--- src/rtl/cpu_pkg.sv ---
// Shared definitions for the multi-cycle 16-bit CPU: opcode values, FSM
// state encoding, instruction field positions and the HALT instruction word.
package cpu_pkg;

  // Opcodes (instruction bits [15:12]); 4'hC..4'hE are undefined.
  localparam logic [3:0] OP_NOP  = 4'h0;
  localparam logic [3:0] OP_ADD  = 4'h1;
  localparam logic [3:0] OP_SUB  = 4'h2;
  localparam logic [3:0] OP_AND  = 4'h3;
  localparam logic [3:0] OP_OR   = 4'h4;
  localparam logic [3:0] OP_SLL  = 4'h5;
  localparam logic [3:0] OP_SRL  = 4'h6;
  localparam logic [3:0] OP_ADDI = 4'h7;
  localparam logic [3:0] OP_LW   = 4'h8;
  localparam logic [3:0] OP_SW   = 4'h9;
  localparam logic [3:0] OP_BEQ  = 4'hA;
  localparam logic [3:0] OP_JMP  = 4'hB;
  localparam logic [3:0] OP_HALT = 4'hF;

  // Instruction field LSB positions.
  localparam int OP_LSB    = 12;  // 4 bits
  localparam int DST_LSB   = 9;   // 3 bits
  localparam int SRC1_LSB  = 6;   // 3 bits
  localparam int SRC2_LSB  = 3;   // 3 bits
  localparam int SHAMT_LSB = 0;   // 3 bits
  localparam int ICONST_W  = 6;   // signed, bits [5:0]
  localparam int JCONST_W  = 9;   // unsigned, bits [8:0]

  // Returned by fetches beyond the end of instruction memory.
  localparam logic [15:0] HALT_WORD = 16'hF000;

  typedef enum logic [2:0] {
    S_IDLE,
    S_FETCH,
    S_DECODE,
    S_EXEC,
    S_MEM,
    S_WB,
    S_HALTED
  } state_t;

  function automatic logic is_undef_op(input logic [3:0] op);
    return (op == 4'hC) || (op == 4'hD) || (op == 4'hE);
  endfunction

endpackage

--- src/rtl/cpu_alu.sv ---
// Combinational ALU for cpu_mc_core.
// Ports: op (opcode), a/b (operands), shamt (shift amount), imm (sign-extended
// immediate), result. ADDI/LW/SW all produce a+imm (value or effective address).
module cpu_alu
  import cpu_pkg::*;
#(
  parameter int DATA_W = 16
) (
  input  logic [3:0]        op,
  input  logic [DATA_W-1:0] a,
  input  logic [DATA_W-1:0] b,
  input  logic [2:0]        shamt,
  input  logic [DATA_W-1:0] imm,
  output logic [DATA_W-1:0] result
);

  always_comb begin
    result = '0;
    case (op)
      OP_ADD:                result = a + b;
      OP_SUB:                result = a - b;
      OP_AND:                result = a & b;
      OP_OR:                 result = a | b;
      OP_SLL:                result = a << shamt;
      OP_SRL:                result = a >> shamt;
      OP_ADDI, OP_LW, OP_SW: result = a + imm;
      default:               result = '0;
    endcase
  end

endmodule

--- src/rtl/cpu_mc_core.sv ---
// Multi-cycle 16-bit CPU core: loadable instruction memory, 8-entry register
// file (r0 hard zero), data memory and a FETCH/DECODE/EXEC/MEM/WB sequencer.
// Ports: clk, reset (sync, active-high), start (launch from pc=0),
// imem_we/imem_addr/imem_wdata (program load, only while not busy),
// dbg_raddr/dbg_rdata (combinational register peek), pc, busy, halted,
// retire (one pulse per completed instruction), illegal (sticky bad opcode).
module cpu_mc_core
  import cpu_pkg::*;
#(
  parameter int DATA_W     = 16,
  parameter int NREG       = 8,
  parameter int IMEM_DEPTH = 16,
  parameter int DMEM_DEPTH = 8,
  parameter int PC_W       = 8
) (
  input  logic              clk,
  input  logic              reset,
  input  logic              start,
  input  logic              imem_we,
  input  logic [PC_W-1:0]   imem_addr,
  input  logic [15:0]       imem_wdata,
  input  logic [2:0]        dbg_raddr,
  output logic [DATA_W-1:0] dbg_rdata,
  output logic [PC_W-1:0]   pc,
  output logic              busy,
  output logic              halted,
  output logic              retire,
  output logic              illegal
);

  localparam int IA = (IMEM_DEPTH > 1) ? $clog2(IMEM_DEPTH) : 1;
  localparam int DA = (DMEM_DEPTH > 1) ? $clog2(DMEM_DEPTH) : 1;

  logic [15:0]       imem [IMEM_DEPTH];
  logic [DATA_W-1:0] rf   [NREG];
  logic [DATA_W-1:0] dmem [DMEM_DEPTH];

  state_t            state_reg, state_next;
  logic [PC_W-1:0]   pc_reg;
  logic [15:0]       ir_reg;
  logic [DATA_W-1:0] a_reg, b_reg, alu_reg, mdr_reg;
  logic              retire_reg, retire_next;
  logic              illegal_reg;

  // Decoded fields of the current instruction.
  logic [3:0]        op;
  logic [2:0]        dst, src1, src2, shamt;
  logic [DATA_W-1:0] imm_data;
  logic [PC_W-1:0]   br_off, jmp_target;
  logic [DATA_W-1:0] alu_result;
  logic [15:0]       fetch_word;
  logic              fetch_in_range;

  assign op         = ir_reg[OP_LSB +: 4];
  assign dst        = ir_reg[DST_LSB +: 3];
  assign src1       = ir_reg[SRC1_LSB +: 3];
  assign src2       = ir_reg[SRC2_LSB +: 3];
  assign shamt      = ir_reg[SHAMT_LSB +: 3];
  assign imm_data   = DATA_W'($signed(ir_reg[ICONST_W-1:0]));
  assign br_off     = PC_W'($signed(ir_reg[ICONST_W-1:0]));
  assign jmp_target = PC_W'(ir_reg[JCONST_W-1:0]);

  // Fetches past the loaded program run into an implicit HALT.
  assign fetch_in_range = 32'(pc_reg) < IMEM_DEPTH;
  assign fetch_word     = fetch_in_range ? imem[pc_reg[IA-1:0]] : HALT_WORD;

  cpu_alu #(.DATA_W(DATA_W)) u_alu (
    .op     (op),
    .a      (a_reg),
    .b      (b_reg),
    .shamt  (shamt),
    .imm    (imm_data),
    .result (alu_result)
  );

  assign busy      = (state_reg != S_IDLE) && (state_reg != S_HALTED);
  assign halted    = (state_reg == S_HALTED);
  assign retire    = retire_reg;
  assign illegal   = illegal_reg;
  assign pc        = pc_reg;
  assign dbg_rdata = (dbg_raddr == 3'd0) ? '0 : rf[dbg_raddr];

  // Program load port; instruction memory is not cleared by reset.
  always_ff @(posedge clk) begin
    if (imem_we && !busy && (32'(imem_addr) < IMEM_DEPTH))
      imem[imem_addr[IA-1:0]] <= imem_wdata;
  end

  always_comb begin
    state_next = state_reg;
    case (state_reg)
      S_IDLE, S_HALTED: if (start) state_next = S_FETCH;
      S_FETCH:          state_next = S_DECODE;
      S_DECODE:         state_next = S_EXEC;
      S_EXEC: begin
        case (op)
          OP_ADD, OP_SUB, OP_AND, OP_OR,
          OP_SLL, OP_SRL, OP_ADDI: state_next = S_WB;
          OP_LW, OP_SW:            state_next = S_MEM;
          OP_HALT:                 state_next = S_HALTED;
          default:                 state_next = S_FETCH;
        endcase
      end
      S_MEM:   state_next = (op == OP_LW) ? S_WB : S_FETCH;
      S_WB:    state_next = S_FETCH;
      default: state_next = S_IDLE;
    endcase
    // An instruction completes whenever an execution state hands back to
    // FETCH or HALTED; the pulse is registered so it shows a cycle later.
    retire_next = ((state_reg == S_EXEC) || (state_reg == S_MEM) || (state_reg == S_WB))
                  && ((state_next == S_FETCH) || (state_next == S_HALTED));
  end

  always_ff @(posedge clk) begin
    if (reset) begin
      state_reg   <= S_IDLE;
      pc_reg      <= '0;
      ir_reg      <= '0;
      a_reg       <= '0;
      b_reg       <= '0;
      alu_reg     <= '0;
      mdr_reg     <= '0;
      retire_reg  <= 1'b0;
      illegal_reg <= 1'b0;
      for (int i = 0; i < NREG; i++)       rf[i]   <= '0;
      for (int i = 0; i < DMEM_DEPTH; i++) dmem[i] <= '0;
    end else begin
      state_reg  <= state_next;
      retire_reg <= retire_next;
      case (state_reg)
        S_IDLE, S_HALTED: begin
          if (start) begin
            pc_reg      <= '0;
            illegal_reg <= 1'b0;
          end
        end
        S_FETCH: begin
          ir_reg <= fetch_word;
          pc_reg <= pc_reg + PC_W'(1);
        end
        S_DECODE: begin
          a_reg <= rf[src1];
          // SW stores rf[dst]; BEQ compares rf[dst] against rf[src1].
          b_reg <= ((op == OP_SW) || (op == OP_BEQ)) ? rf[dst] : rf[src2];
        end
        S_EXEC: begin
          alu_reg <= alu_result;
          if ((op == OP_BEQ) && (a_reg == b_reg)) pc_reg <= pc_reg + br_off;
          if (op == OP_JMP)                       pc_reg <= jmp_target;
          if (is_undef_op(op))                    illegal_reg <= 1'b1;
        end
        S_MEM: begin
          if (op == OP_SW) dmem[alu_reg[DA-1:0]] <= b_reg;
          else             mdr_reg <= dmem[alu_reg[DA-1:0]];
        end
        S_WB: begin
          if (dst != 3'd0) rf[dst] <= (op == OP_LW) ? mdr_reg : alu_reg;
        end
        default: ;
      endcase
    end
  end

endmodule

--- config.mk ---
export PLATFORM = sky130hd
export DESIGN_NAME = cpu_mc_core
export DESIGN_NICKNAME = d
export VERILOG_FILES = /design/src/rtl/cpu_pkg.sv /design/src/rtl/cpu_alu.sv /design/src/rtl/cpu_mc_core.sv
export SDC_FILE = /design/constraint.sdc
export NUM_CORES = 1
export LEC_CHECK = 0
export CORE_ASPECT_RATIO = 1.5
export CORE_MARGIN = 3
export CORE_UTILIZATION = 60
export DETAILED_ROUTE_END_ITERATION = 10
export DONT_BUFFER_PORTS = 1
export PLACE_DENSITY = 0.79
export SLEW_MARGIN = 20
export SYNTH_ARGS = -nofsm -noshare
export SYNTH_HDL_FRONTEND = slang
export SYNTH_SLANG_ARGS = --single-unit
export TNS_END_PERCENT = 50
--- constraint.sdc ---
create_clock -name clk -period 10.06 [get_ports clk]
set_clock_uncertainty 0.15 [all_clocks]
set_input_delay 2.012 -clock clk [delete_from_list [all_inputs] [get_ports clk]]
set_output_delay 2.012 -clock clk [all_outputs]
set_load 0.02 [all_outputs]
==> impl_metrics.yaml <==
outcome:
  outcome: "completed"
clock_tree:
  clock_latency_ns: 0.62
  numCtsBuffers: 52
  clock_sinks: 618
  ctsHoldBuffers: 0
  ctsRootBufferMaster: "clkbuf_16"
  htreeDepth: 2
  clockBufferDepth: 3
  post-cts-setup-buffers: 0
  cts_tree: "built"
  clk_pin_slew_ns: 0.06
  cts_resized: 0
logic_synthesis:
  ys_seq_area_frac: 0.552
  synth_edf_count: 512
  syn_area_um2: 31700
  synthFlopType: "edfxtp_1"
  ys_async_sr_fraction: 0
  synth.avg_cell_area_um2: 13.1
  syn_inst: 2412
  ys.warnings.count: 0
  synth-seq-cells: 618
  ys_types: 76
timing:
  slew_viol_final: 0
  hold_viol_final: 0
  finalSetupTns_ns: 0
  setup_ws_ns: 4.53
  worstMarginPinSlew_ns: 1.21
  setup_viol: 0
  period_share: 0.550
  period_minus_slack_ns: 5.53
  fmax_mhz: 181
  rsz0062_at_grt: "no"
  relSlewSlack: 0.185
critical_path:
  critPathKind: "primary input to output pin"
  cp_data_required_time_ns: 7.90
  slowest_stage: "o21ai_0"
  reg2regPathDepth: 14
  crit_path_end_kind: "output pin"
  cp.arrival_ns: 3.37
  crit_path_cell_trace: "nor2b_1, buf_4, a22oi_1, o21ai_0"
  cp-start-kind: "primary input"
  path_delay_family: "compound AO/OA/AOI/OAI gates"
  timing.rr.end: "alu_reg[14]"
  cpPeakStageDelay_ns: 0.83
  cp.depth: 4
  rr_startpoint: "ir_reg[15]"
  cp.buffers_inverters: 1
  critPathMaxFanout: 33
  rrSetupSlack_ns: 5.77
placement:
  io_buffers: 0
  finalWeightedCongestion: 1.00
  dp_worst_setup_slack_ns: 4.58
  place_area_um2: 32300
  dpl.hpwl_um: 60300
final_layout:
  multi_input_area_um2: 13400
  drive_above_1_share: 0.169
  nNetsFinal: 2463
  seq_area_um2: 17500
  finalInstanceArea_um2: 34100
  largest_register_ffs: 256
  final.fill_count: 3639
  area_growth_pct: 7.47
floorplan:
  rows: 102
  fp.dieH_um: 287
  die_area_um2: 55700
  fp.dieW_um: 194
  num_io_pins: 59
  coreArea_um2: 51900
  initial_core_util: 0.610
grt:
  grt_pass1_vias: 22200
  grt_util_all_layers: 0.321
  grt_start_max_net_pins: 102
  grt_pass1_wl_um: 135000
  gr-total-overflow: 0
  antenna_found_initial: 1
min_path:
  min_path_type: "flip-flop to flip-flop"
  min_delay_path_depth: 2
  hold_path_end: "alu_reg[6]"
  hp-start: "alu_reg[6]"
power:
  cellLeakagePower_nw: 10.7
  ir_worst_vdd_v: 0.000195
  power_mw: 5.70
  power.density_nw_per_um2: 167
routing:
  via_per_inst: 7.00
  drtIter0Drc: 2199
  drtPass1Iterations: 5
  wire_per_inst_um: 29.1
  drtAntennaViolNets: 0
  route.detailed.drc: 0
  drt_wl_total_um: 89400
  via_count: 21500
flow_run:
  cap_viol_max_count: 0
## metrics by stage
stage	util	hold WS, ns	cells
2_1_floorplan	-	0.274	2427
3_3_place_gp	0.622	0.287	2975
3_5_place_dp	0.623	0.296	2975
4_1_cts	0.655	0.304	3071
5_1_grt	0.656	0.339	3072
6_report	0.656	0.301	3073
## worst max-delay path by stage
stage / end / start / slack (ns)
finish: dbg_rdata[15] / dbg_raddr[1] / 4.53
global route: dbg_rdata[15] / dbg_raddr[1] / 4.54
CTS: dbg_rdata[15] / dbg_raddr[1] / 4.58
detailed placement: dbg_rdata[15] / dbg_raddr[1] / 4.58
global placement: dbg_rdata[15] / dbg_raddr[1] / 4.57
floorplan: dbg_rdata[15] / dbg_raddr[0] / 4.36
## layout make-up
type,count,area share
antenna,1,0.0000735
clock buffer,65,0.0406
sequential,618,0.514
multi-input combinational,1562,0.392
tap,676,0.0248
timing repair buffer,50,0.0116
inverter,70,0.00772
clock inverter,31,0.00841
## cells in the final DEF (no fill, tap or decap), types with 11 or more instances in the layout
master,n
ha_1,75
buf_4,49
o22ai_1,44
nor4_1,15
o211ai_1,12
mux2_2,33
nand2b_1,12
a21oi_1,88
a221oi_1,22
edfxtp_1,512
nand2_1,89
inv_1,49
mux4_2,192
a211oi_1,80
dfxtp_1,97
nor2b_1,34
nand3_1,22
xor2_1,13
clkbuf_1,11
nor2_1,266
clkbuf_16,53
conb_1,16
o21ai_0,43
mux2i_1,133
a22oi_1,15
nor3_1,146
a21o_1,23
o21ai_1,20
clkinv_1,25
xnor2_1,18
## worst register-to-register path: cells and delay by family (launching register included)
| kind | cells | cell delay, ns |
|---|---|---|
| xor+xnor | 1 | 0.17 |
| simple gates | 3 | 1.12 |
| flops | 1 | 0.31 |
| fa+ha+maj | 2 | 0.64 |
| compound gates | 6 | 1.46 |
| buf+inv | 2 | 0.35 |
## power breakdown
part | internal [mW] | total (mW) | switching [mW] | leakage (nW)
registers | 2.83 | 2.91 | 0.0861 | 5.80
logic | 0.324 | 0.777 | 0.453 | 4.13
clock network | 1.09 | 2.01 | 0.926 | 0.812
## cells in the mapped netlist (4+ instances only)
library cell	n	area, um^2
a2111oi_0	4	35.0
a211o_1	5	43.8
a211oi_1	81	608
a21o_1	23	173
a21oi_1	88	440
a221oi_1	22	193
a22oi_1	15	113
a2bb2oi_1	6	52.6
a311oi_1	6	52.6
a31oi_1	10	62.6
a32oi_1	4	35.0
and2_1	6	37.5
buf_1	14	52.6
buf_2	29	145
clkbuf_1	130	488
clkinv_1	16	60.1
dfxtp_1	106	2120
edfxtp_1	512	15400
ha_1	75	938
inv_1	49	184
inv_2	5	18.8
mux2_2	33	372
mux2i_1	135	1350
mux4_2	192	4320
nand2_1	90	338
nand2b_1	15	93.8
nand3_1	22	110
nor2_1	278	1040
nor2b_1	34	213
nor3_1	151	756
nor3b_1	5	37.5
nor4_1	15	93.8
o211ai_1	12	90.1
o21a_1	4	30.0
o21ai_0	51	255
o21ai_1	13	65.1
o21bai_1	6	45.0
o221ai_1	5	43.8
o22ai_1	44	275
o31a_1	4	35.0
o31ai_1	8	60.1
or3_1	9	56.3
xnor2_1	18	158
xor2_1	13	114
## layer usage
layer / wire (um) / share of wire / global-route usage
met1: 28900 / 0.32 / 0.350
met5: 0 / 0 / 0
met3: 6770 / 0.076 / 0.0560
met4: 7730 / 0.087 / 0.234
met2: 45900 / 0.51 / 0.564
## kinds of logic (layout without fill, tap and decap cells)
| group | Yosys count | after routing | share of synthesized area |
|---|---|---|---|
| AND/OR/NAND/NOR | 643 | 643 | 0.0924 |
| buffers and inverters | 247 | 216 | 0.0312 |
| other | 1 | 17 | 0.000118 |
| multiplexers | 361 | 361 | 0.192 |
| AO/OA/AOI/OAI | 433 | 433 | 0.0923 |
| adder cells (fa/ha/maj) | 78 | 78 | 0.0315 |
| flip-flops | 618 | 618 | 0.552 |
| XOR/XNOR | 31 | 31 | 0.00857 |
Power figures use the tool's default switching activity.
